==> src/rtl/scanout_pkg.sv <==
// Shared types for the frame scanout block: FSM states and the pixel and
// dimension word types used on the tracer-to-display path.
package scanout_pkg;

    localparam int PIXEL_WIDTH = 24;
    localparam int DIM_WIDTH   = 12;

    typedef enum logic [1:0] {
        IDLE,
        FETCH,
        DRAIN,
        FINISH
    } state_e;

    typedef logic [PIXEL_WIDTH-1:0] pixel_t;
    typedef logic [DIM_WIDTH-1:0]   dim_t;

endpackage

==> src/rtl/scan_fifo.sv <==
// Synchronous show-ahead FIFO: the head entry is visible on head_o while
// the FIFO is non-empty. Push and pop may be asserted together at any fill level.
module scan_fifo #(
    parameter int DATA_WIDTH = 24,
    parameter int FIFO_DEPTH = 16
) (
    input  logic                          clock,
    input  logic                          reset,
    input  logic                          push_i,
    input  logic [DATA_WIDTH-1:0]         push_data_i,
    input  logic                          pop_i,
    output logic [DATA_WIDTH-1:0]         head_o,
    output logic [$clog2(FIFO_DEPTH):0]   count_o,
    output logic                          empty_o,
    output logic                          full_o
);

    localparam int PTR_W = $clog2(FIFO_DEPTH);
    localparam int CNT_W = PTR_W + 1;

    logic [DATA_WIDTH-1:0] mem_q [FIFO_DEPTH];
    logic [PTR_W-1:0]      wr_ptr_q;
    logic [PTR_W-1:0]      rd_ptr_q;
    logic [CNT_W-1:0]      count_q;
    logic                  do_push;
    logic                  do_pop;

    assign empty_o = (count_q == '0);
    assign full_o  = (count_q == CNT_W'(FIFO_DEPTH));
    assign count_o = count_q;
    assign head_o  = mem_q[rd_ptr_q];

    // A full FIFO can still take a push in the same cycle it pops.
    assign do_pop  = pop_i & ~empty_o;
    assign do_push = push_i & (~full_o | do_pop);

    always_ff @(posedge clock) begin
        if (reset) begin
            wr_ptr_q <= '0;
            rd_ptr_q <= '0;
            count_q  <= '0;
        end else begin
            if (do_push) wr_ptr_q <= wr_ptr_q + PTR_W'(1);
            if (do_pop)  rd_ptr_q <= rd_ptr_q + PTR_W'(1);
            count_q <= count_q + CNT_W'(do_push) - CNT_W'(do_pop);
        end
    end

    // NOTE: storage is deliberately not reset; the count guards every read.
    always_ff @(posedge clock) begin
        if (do_push) mem_q[wr_ptr_q] <= push_data_i;
    end

endmodule

==> src/rtl/frame_scanout.sv <==
// Reads a width*height frame from memory with credit-limited in-order requests
// and streams it out as valid/ready pixels with line and frame markers.
module frame_scanout
    import scanout_pkg::*;
#(
    parameter int DATA_WIDTH    = 24,
    parameter int ADDRESS_WIDTH = 32,
    parameter int FIFO_DEPTH    = 16
) (
    input  logic                     clock,
    input  logic                     reset,
    input  logic                     start,
    input  logic [ADDRESS_WIDTH-1:0] frameAddress,
    input  logic [11:0]              width,
    input  logic [11:0]              height,
    output logic                     busy,
    output logic                     done,
    output logic                     reqValid,
    input  logic                     reqReady,
    output logic [ADDRESS_WIDTH-1:0] reqAddress,
    input  logic                     respValid,
    input  logic [DATA_WIDTH-1:0]    respData,
    output logic                     pixelValid,
    input  logic                     pixelReady,
    output logic [DATA_WIDTH-1:0]    pixelData,
    output logic                     pixelLast,
    output logic                     pixelEnd
);

    localparam int CNT_W = $clog2(FIFO_DEPTH) + 1;
    localparam int SUM_W = CNT_W + 1;

    state_e                   state_q;
    dim_t                     width_q, height_q;
    dim_t                     req_x_q, req_y_q;
    dim_t                     out_x_q, out_y_q;
    logic [ADDRESS_WIDTH-1:0] addr_q;
    logic [CNT_W-1:0]         outstanding_q, outstanding_d;
    logic [CNT_W-1:0]         fifo_count, fifo_count_d;
    logic [SUM_W-1:0]         credit_sum;
    logic                     req_valid_q, busy_q, done_q;
    logic                     req_hs, resp_accept, pop, req_last, credit_ok;
    logic                     fifo_empty, fifo_full;

    scan_fifo #(
        .DATA_WIDTH (DATA_WIDTH),
        .FIFO_DEPTH (FIFO_DEPTH)
    ) u_fifo (
        .clock       (clock),
        .reset       (reset),
        .push_i      (resp_accept),
        .push_data_i (respData),
        .pop_i       (pop),
        .head_o      (pixelData),
        .count_o     (fifo_count),
        .empty_o     (fifo_empty),
        .full_o      (fifo_full)
    );

    assign busy       = busy_q;
    assign done       = done_q;
    assign reqValid   = req_valid_q;
    assign reqAddress = addr_q;
    assign pixelValid = ~fifo_empty;
    assign pixelLast  = pixelValid & (out_x_q == width_q - dim_t'(1));
    assign pixelEnd   = pixelLast & (out_y_q == height_q - dim_t'(1));

    // Credit is judged on next-cycle occupancy so a request issued now can
    // never land in a FIFO that is already spoken for.
    always_comb begin
        req_hs        = req_valid_q & reqReady;
        resp_accept   = respValid & (outstanding_q != '0);
        pop           = pixelValid & pixelReady;
        outstanding_d = outstanding_q + CNT_W'(req_hs) - CNT_W'(resp_accept);
        fifo_count_d  = fifo_count + CNT_W'(resp_accept) - CNT_W'(pop);
        credit_sum    = {1'b0, outstanding_d} + {1'b0, fifo_count_d};
        credit_ok     = ~fifo_full & (credit_sum < SUM_W'(FIFO_DEPTH));
        req_last      = (req_x_q == width_q - dim_t'(1)) &&
                        (req_y_q == height_q - dim_t'(1));
    end

    always_ff @(posedge clock) begin
        if (reset) begin
            state_q       <= IDLE;
            width_q       <= '0;
            height_q      <= '0;
            req_x_q       <= '0;
            req_y_q       <= '0;
            out_x_q       <= '0;
            out_y_q       <= '0;
            addr_q        <= '0;
            outstanding_q <= '0;
            req_valid_q   <= 1'b0;
            busy_q        <= 1'b0;
            done_q        <= 1'b0;
        end else begin
            outstanding_q <= outstanding_d;
            done_q        <= 1'b0;

            if (pop) begin
                if (pixelLast) begin
                    out_x_q <= '0;
                    out_y_q <= out_y_q + dim_t'(1);
                end else begin
                    out_x_q <= out_x_q + dim_t'(1);
                end
            end

            case (state_q)
                IDLE: begin
                    if (start) begin
                        width_q  <= width;
                        height_q <= height;
                        addr_q   <= frameAddress;
                        req_x_q  <= '0;
                        req_y_q  <= '0;
                        out_x_q  <= '0;
                        out_y_q  <= '0;
                        busy_q   <= 1'b1;
                        if (width == '0 || height == '0) begin
                            state_q <= FINISH;
                        end else begin
                            state_q     <= FETCH;
                            req_valid_q <= 1'b1;
                        end
                    end
                end
                FETCH: begin
                    if (req_hs) begin
                        addr_q <= addr_q + ADDRESS_WIDTH'(1);
                        if (req_x_q == width_q - dim_t'(1)) begin
                            req_x_q <= '0;
                            req_y_q <= req_y_q + dim_t'(1);
                        end else begin
                            req_x_q <= req_x_q + dim_t'(1);
                        end
                        if (req_last) begin
                            req_valid_q <= 1'b0;
                            state_q     <= DRAIN;
                        end else begin
                            req_valid_q <= credit_ok;
                        end
                    end else if (!req_valid_q) begin
                        req_valid_q <= credit_ok;
                    end
                end
                DRAIN: begin
                    if (pop && pixelEnd) state_q <= FINISH;
                end
                FINISH: begin
                    done_q  <= 1'b1;
                    busy_q  <= 1'b0;
                    state_q <= IDLE;
                end
                default: state_q <= IDLE;
            endcase
        end
    end

endmodule

==> config.mk <==
export PLATFORM = sky130hd
export DESIGN_NAME = frame_scanout
export DESIGN_NICKNAME = d
export VERILOG_FILES = /design/src/rtl/scanout_pkg.sv /design/src/rtl/scan_fifo.sv /design/src/rtl/frame_scanout.sv
export SDC_FILE = /design/constraint.sdc
export NUM_CORES = 1
export LEC_CHECK = 0
export ABC_AREA = 0
export CAP_MARGIN = 20
export CORE_MARGIN = 5
export CORE_UTILIZATION = 30
export DETAILED_ROUTE_END_ITERATION = 8
export PLACE_DENSITY_LB_ADDON = 0.05
export SLEW_MARGIN = 5
export SYNTH_ARGS = -nofsm -noshare
export SYNTH_HDL_FRONTEND = slang
export SYNTH_SLANG_ARGS = --single-unit
==> constraint.sdc <==
create_clock -name clock -period 8.35 [get_ports clock]
set_clock_uncertainty 0.15 [all_clocks]
set_input_delay 0.835 -clock clock [delete_from_list [all_inputs] [get_ports clock]]
set_output_delay 0.835 -clock clock [all_outputs]
set_load 0.02 [all_outputs]
==> results.md, run 1 <==
* Status: finished, final reports clean
* Cell with the largest stage delay on the worst path: sky130_fd_sc_hd__clkdlybuf4s50_1
* Number of global-route vias before repair at 14669
* # IOs at 148
* Sequential share of the synthesized area at 0.621
* Kind of cell adding the most delay to the critical path: simple AND/OR/NAND/NOR gates
* Clk buf depth at 3
* Hold_buf cts at 0
* Post-layout power at 8.57 mW
* Max-slew violation count at 0
* Largest fanout of any net on the critical path at 11
* Share of Yosys cell area claimed by the top area cell type at 0.506
* Startpoint class of the critical path: flip-flop
* Dominant synthesized flop cell: sky130_fd_sc_hd__edfxtp_1
* Proportion of layout cells with a drive suffix above 1 at 0.150
* Met3 global-route usage at 0.0228
* Kind of critical path: reg2out
* Path depth of the worst reg2reg path at 19
* Count of TritonRoute iterations in the first routing pass at 5
* Number of inserted diodes at 0
* Net load switching power at 2.80 mW
* Mean area per synthesized cell at 13.7 um^2
* GRT met2 Usage at 0.261
* Cell type with the largest total area after synthesis: sky130_fd_sc_hd__edfxtp_1
* Power density relative to cell area at 312 mW/mm^2
* Headroom to the max-slew limit at 0.285
* Unrepaired setup endpoints after global routing: no
* Hold violation total from the final report at 0
* Chain of cells forming the critical path: inv_1 -> ha_1 -> or4b_1 -> or4_1 -> and3b_1 -> a2111oi_2 -> nand4_1 -> nor4_1 -> clkdlybuf4s50_1
* Number of logic stages on the critical path including buffering at 9
* Synth Register Bits at 515
* Buffers inserted during post-CTS setup optimization at 0
* Clock slew at the register clock pins of the worst setup and hold paths at 0.06 ns
* Mapped Area at 0.0228 mm^2
* Launch point of the critical path: height_q[0]$_SDFFE_PP0P_
* Port Buffers at 147
* Maximum clock frequency at 182 MHz
* Share of total power in sequential cells at 0.376
* Routed wire per std cell at 22.0 um
* Buf+Inv Stages, Crit Path at 2
* Total Die Area at 0.0815 mm^2
* H-tree depth at 2
* Total congestion overflow at 0
* Class of the worst hold path: reg2reg
* Met1 Use GR at 0.194
* Die X at 286 um
* Worst path setup slack after routing at 2.86 ns
* Largest vdd supply drop at 0.176 mV
* Initial detailed-routing violation count at 770
* Tightest Pin Transition at 1.07 ns
* EDFF count, synth at 384
* Tcrit/Tclk final at 0.657
* Latest clock arrival within the worst-skew pair at 0.62 ns
* Net count of the finished layout at 1916
* Count of max-cap constraint violations at 0
* Yosys warns at 0
* Leak at 8.86 nW
* Number of placed cells counting well taps at 2708
* Data arrival time of the worst path at 4.50 ns
* Number of antenna violations at the first check in global routing at 0
* Endpoints failing setup at 0
* Async set or reset register ratio after synthesis at 0
* Top Usage Layer GRT: met2
* Setup TNS at 0 ns
* Initial core utilization at 0.301
* Area contributors post-synth: sky130_fd_sc_hd__edfxtp_1, sky130_fd_sc_hd__mux4_2, sky130_fd_sc_hd__dfxtp_1
* Combinational Power Share at 0.312
* Post-synthesis net count at 1783
* Switching portion of total power at 0.326
* Number of clock sinks seen by CTS at 515
* CP max stage delay at 0.69 ns
* Final Wtd Congestion at 0.764
* Post-synthesis to final-layout area growth at 20.5%
* Via count at 14082
* Hold path cells at 2
* Core footprint at 0.0756 mm^2
* Post-placement setup slack at 3.46 ns
* Required time worst endpoint at 7.36 ns
* Detailed placement HPWL at 37.7 mm
* Total routing resource utilization after global routing at 0.150
* Cell at the root of the clock tree: sky130_fd_sc_hd__clkbuf_16
* Post-route insts no fill at 2820
* CTS resizes at 0
* Part of the total power dissipated in the clock network at 0.313
* Internal Power at 5.78 mW
* Gate Count Post-Synth at 1659
* Worst hold path startpoint: reqAddress[30]$_SDFFE_PP0P_
* Clock buffers created by TritonCTS at 60
* Number of unique standard cell types used by synthesis at 71
* RR Startpoint: u_fifo.count_o[2]$_SDFF_PP0_
* Wire length reported by the detailed router at 62.1 mm
* Maximum number of pins on one net before global-route repair at 57
* Global-route wire length before repair at 93.7 mm
* Height of the die at 286 um
* Num rows at 101
* TritonCTS clock tree: yes
* Vias per std cell at 4.99
* DRT antenna net count at 0
* # DRC at 0
* Time the worst path needs with I/O delays and setup at 5.49 ns
* Critical path capture point type: primary output
[cells by family (layout without fill, tap and decap cells)]
family,after synthesis,count (layout),synth area share
xor gates and xnor gates,95,95,0.0371
DFF,515,515,0.621
buffers and inverters,155,338,0.0260
AOI/OAI and AO/OA,240,240,0.0657
and+or+nand+nor,485,485,0.104
muxes,130,130,0.123
adders and majority gates,39,39,0.0223
[power groups by stage]
stage | clock, mW | combinational (mW) | sequential, mW
2_1_floorplan | 0 | 1.85 | 3.21
3_3_place_gp | 0 | 2.73 | 3.28
3_5_place_dp | 0 | 2.74 | 3.28
4_1_cts | 2.77 | 2.75 | 3.23
5_1_grt | 2.88 | 2.96 | 3.26
6_report | 2.68 | 2.67 | 3.22
[synth_stat cells, types with 3 or more instances]
| cell type | number |
|---|---|
| sky130_fd_sc_hd__nor2b_1 | 18 |
| sky130_fd_sc_hd__buf_1 | 17 |
| sky130_fd_sc_hd__and3_1 | 18 |
| sky130_fd_sc_hd__ha_1 | 35 |
| sky130_fd_sc_hd__xnor2_1 | 42 |
| sky130_fd_sc_hd__a22oi_1 | 6 |
| sky130_fd_sc_hd__nand2_1 | 128 |
| sky130_fd_sc_hd__a211oi_1 | 15 |
| sky130_fd_sc_hd__dfxtp_1 | 131 |
| sky130_fd_sc_hd__o21ai_0 | 43 |
| sky130_fd_sc_hd__or2_2 | 3 |
| sky130_fd_sc_hd__and2_1 | 6 |
| sky130_fd_sc_hd__a31oi_1 | 9 |
| sky130_fd_sc_hd__a21o_1 | 16 |
| sky130_fd_sc_hd__edfxtp_1 | 384 |
| sky130_fd_sc_hd__a221oi_1 | 4 |
| sky130_fd_sc_hd__fa_1 | 3 |
| sky130_fd_sc_hd__or3_1 | 19 |
| sky130_fd_sc_hd__clkbuf_1 | 83 |
| sky130_fd_sc_hd__inv_1 | 48 |
| sky130_fd_sc_hd__nor2_1 | 127 |
| sky130_fd_sc_hd__mux2i_1 | 10 |
| sky130_fd_sc_hd__nand3_1 | 42 |
| sky130_fd_sc_hd__o31ai_1 | 7 |
| sky130_fd_sc_hd__a21oi_1 | 95 |
| sky130_fd_sc_hd__mux4_2 | 120 |
| sky130_fd_sc_hd__nor4_1 | 16 |
| sky130_fd_sc_hd__nor3_1 | 39 |
| sky130_fd_sc_hd__o211ai_1 | 5 |
| sky130_fd_sc_hd__or4_1 | 8 |
| sky130_fd_sc_hd__nand4bb_1 | 3 |
| sky130_fd_sc_hd__nand2b_1 | 8 |
| sky130_fd_sc_hd__o22ai_1 | 11 |
| sky130_fd_sc_hd__buf_2 | 5 |
| sky130_fd_sc_hd__nand4_1 | 33 |
| sky130_fd_sc_hd__xor2_1 | 52 |
[through the flow]
step	cell area [um^2]	hold slack (ns)	util
6_report	27500	0.348	0.363
5_1_grt	27500	0.391	0.363
2_1_floorplan	22800	0.318	-
4_1_cts	27500	0.353	0.363
3_5_place_dp	25400	0.343	0.336
3_3_place_gp	25400	0.324	0.336
[worst register-to-register path, delay by kind of cell (launching register included)]
kind,cells,cell delay (ns)
simple gates,7,1.47
compound gates,3,0.49
xor+xnor,1,0.17
flops,1,0.31
buf+inv,3,0.18
fa+ha+maj,5,1.28
[metal layers]
layer  routed length (um)  part of all wire
met1                26900              0.43
met2                31100              0.50
met3                 2410             0.039
met4                 1650             0.027
met5                    0                 0
[placed cells by master (no fill, tap or decap), drive strengths merged, types with 4 or more instances in the layout]
cell and instances:
a2111oi 4, a211oi 15, a21o 16, a21oi 95, a221oi 4, a22oi 6
a31oi 9, and2 6, and3 18, buf 32, bufinv 7, clkbuf 79
clkdlybuf4s50 146, clkinv 24, dfxtp 131, edfxtp 384, ha 35, inv 48
mux2i 10, mux4 120, nand2 128, nand2b 8, nand3 42, nand4 34
nor2 127, nor2b 18, nor3 39, nor4 17, o211ai 5, o21ai 45
o22ai 11, o31ai 7, or3 19, or4 8, or4b 4, xnor2 42
xor2 52
[flip-flops by register name (all words and copies together), names as in the netlist, 2 cells and up, named ones only]
name,cells
width_q,12
state_q,2
outstanding_q,5
reqAddress,32
req_x_q,12
u_fifo.wr_ptr_q,4
u_fifo.count_o,5
req_y_q,12
out_x_q,12
height_q,12
out_y_q,12
u_fifo.rd_ptr_q,4
u_fifo.mem_q,384
[layout make-up]
| type | count | area, um^2 |
|---|---|---|
| tap | 978 | 1220 |
| fill | 7249 | 48100 |
| multi-input combinational | 989 | 8150 |
| timing repair buffer | 178 | 1700 |
| clock inverter | 33 | 385 |
| sequential | 515 | 14200 |
| inverter | 48 | 180 |
| clock buffer | 79 | 1640 |
[path summary, 6_finish.rpt]
check                                end  slack (ns)
max                             pixelEnd        2.86
min reg2reg  reqAddress[30]$_SDFFE_PP0P_        0.35
max reg2reg        reqValid$_SDFFE_PP0P_        4.22
min          reqAddress[30]$_SDFFE_PP0P_        0.35
Note: power is estimated with default switching activity, not from simulation.
==> run 2, diff against run 1 <==
==> constraint.sdc (replaced) <==
create_clock -name clock -period 4.57 [get_ports clock]
set_clock_uncertainty 0.15 [all_clocks]
set_input_delay 0.457 -clock clock [delete_from_list [all_inputs] [get_ports clock]]
set_output_delay 0.457 -clock clock [all_outputs]
set_load 0.02 [all_outputs]
==> run 2 against run 1 <==
  * Combinational power up 90%
  * Setup slack worse by 2.6 ns
  * Register-to-register slack worse by 3.7 ns
  * Non-clock buffer count up 11
  * Clock power up 82%
  * Sequential share of layout area down 0.47 points
  * Flip-flop and latch count unchanged
  * Sequential power up 81%
==> results.md, run 2 (synthesized netlist as in run 1, its figures left out) <==
* Status: finished, final reports clean
* Number of clock sinks seen by CTS at 515 (unchanged)
* Port Buffers at 147 (unchanged)
* Count of TritonRoute iterations in the first routing pass at 7 (+2)
* Maximum number of pins on one net before global-route repair at 49 (-14%)
* Commonest non-fill, non-tap cell in the layout: sky130_fd_sc_hd__edfxtp_1
* Startpoint class of the critical path: flip-flop
* Storage cell area at 0.0142 mm^2 (unchanged)
* Die X at 286 um (unchanged)
* TritonCTS clock tree: yes
* CTS resizes at 4 (+4)
* Wire length reported by the detailed router at 62.5 mm (+0.65%)
* Num rows at 101 (unchanged)
* # DRC at 0 (unchanged)
* Total routing resource utilization after global routing at 0.150 (+0.000154)
* Data arrival time of the worst path at 3.66 ns (-0.84 ns)
* Hold_ws at 0.136 ns (-0.212 ns)
* Power density relative to cell area at 570 mW/mm^2 (+83%)
* Hold violation total from the final report at 0 (unchanged)
* Initial detailed-routing violation count at 756 (-1.8%)
* Headroom to the max-slew limit at 0.297 (+0.0123)
* Clk buf depth at 3 (unchanged)
* Global-route wire length before repair at 94.4 mm (+0.73%)
* Proportion of layout cells with a drive suffix above 1 at 0.159 (+0.00828)
* Commonest non-fill, non-tap cells in the layout: sky130_fd_sc_hd__edfxtp_1, sky130_fd_sc_hd__clkdlybuf4s50_1, sky130_fd_sc_hd__nand2_1
* # IOs at 148 (unchanged)
* Initial core utilization at 0.301 (unchanged)
* Flip-flop count of the largest register after layout at 384 (unchanged)
* Utilization after layout at 0.367 (+0.00333)
* Post-layout power at 15.8 mW (+84%)
* Endpoints failing setup at 0 (unchanged)
* Time the worst path needs with I/O delays and setup at 4.26 ns
* H-tree depth at 2 (unchanged)
* Net count of the finished layout at 1927 (+0.57%)
* Kind of critical path: reg2out
* Hold_buf cts at 0 (unchanged)
* Class of the worst hold path: in2reg
* Max-slew violation count at 0 (unchanged)
* Number of antenna violations at the first check in global routing at 5 (+5)
* Tcrit/Tclk final at 0.933
* Number of filler instances in the final layout at 7269 (+0.28%)
* Core footprint at 0.0756 mm^2 (unchanged)
* Total congestion overflow at 0 (unchanged)
* Detailed placement HPWL at 39.3 mm (+4.4%)
* Area occupied by multi-input gates at 0.00818 mm^2 (+0.34%)
* Tightest Pin Transition at 1.05 ns (-0.0185 ns)
* Post-synthesis to final-layout area growth at 21.6%
* Final Wtd Congestion at 0.781 (+2.1%)
* DRT antenna net count at 0 (unchanged)
* Largest fanout of any net on the critical path at 9 (-2)
* Largest vdd supply drop at 0.240 mV (+37%)
* Maximum clock frequency at 235 MHz
* Vias per std cell at 4.99 (about the same)
* Leak at 8.95 nW (+1.0%)
* Via count at 14135 (+0.38%)
* Cell at the root of the clock tree: sky130_fd_sc_hd__clkbuf_16
* Unrepaired setup endpoints after global routing: no
* Total Die Area at 0.0815 mm^2 (unchanged)
* Count of max-cap constraint violations at 0 (unchanged)
* Height of the die at 286 um (unchanged)
* Latest clock arrival within the worst-skew pair at 0.62 ns (about the same)
* Register containing the most flip-flops in the final layout: u_fifo.mem_q
* Setup TNS at 0 ns (unchanged)
* Routed wire per std cell at 22.1 um (+0.22%)
* Critical path capture point type: primary output
* Buffers inserted during post-CTS setup optimization at 0 (unchanged)
* Required time worst endpoint at 3.96 ns (-3.40 ns)
* Clock buffers created by TritonCTS at 60 (unchanged)
* Clock slew at the register clock pins of the worst setup and hold paths at 0.06 ns (about the same)
* Number of global-route vias before repair at 14804 (+0.92%)
[run 2: final timing paths]
kind                                startpoint                           end  slack [ns]  cells past startpoint
hold reg to reg              busy$_SDFFE_PP0P_             busy$_SDFFE_PP0P_        0.34                      2
setup reg to reg  u_fifo.count_o[2]$_SDFF_PP0_         reqValid$_SDFFE_PP0P_        0.52                     19
setup / recovery      height_q[0]$_SDFFE_PP0P_                      pixelEnd        0.31                      9
hold / removal                           reset  u_fifo.count_o[1]$_SDFF_PP0_        0.14                      2
[run 2: metal layers]
metal	GRT usage	wire, um
met2	0.257	30800
met3	0.0279	2350
met4	0.0369	1370
met5	0	54
met1	0.197	28000
[run 2: worst max-delay path, cell delays in order, from the launching register on]
cell	delay, ns
sky130_fd_sc_hd__dfxtp_1	0.38
sky130_fd_sc_hd__inv_1	0.08
sky130_fd_sc_hd__ha_1	0.16
sky130_fd_sc_hd__or4b_4	0.53
sky130_fd_sc_hd__or4_1	0.54
sky130_fd_sc_hd__and3b_1	0.24
sky130_fd_sc_hd__a2111oi_2	0.32
sky130_fd_sc_hd__nand4_1	0.20
sky130_fd_sc_hd__nor4_2	0.22
sky130_fd_sc_hd__dlygate4sd2_1	0.38
[run 2: where the power goes]
| part | switching, mW | internal (mW) | total [mW] |
|---|---|---|---|
| Combinational | 2.80 | 2.28 | 5.08 |
| Clock | 2.01 | 2.88 | 4.89 |
| Sequential | 0.407 | 5.42 | 5.83 |
| Total | 5.21 | 10.6 | 15.8 |
[run 2: cell type report]
| class | instances | share of cell area |
|---|---|---|
| repair buffers | 189 | 0.0697 |
| diodes | 1 | 0.0000903 |
| well taps | 978 | 0.0442 |
| multi-input cells | 989 | 0.295 |
| flip-flops and latches | 515 | 0.511 |
| clock buffers | 70 | 0.0571 |
| inverters | 48 | 0.00650 |
| clock inverters | 42 | 0.0159 |
[run 2: metrics by stage]
step / cells / setup WS [ns] / cell area, um^2
final: 2832 / 0.306 / 27700
after detailed placement: 2719 / 0.346 / 25700
after global routing: 2831 / 0.0352 / 27700
after global placement: 2719 / 0.403 / 25700
after floorplan: 1659 / 0.790 / 22800
after CTS: 2831 / 0.0683 / 27700
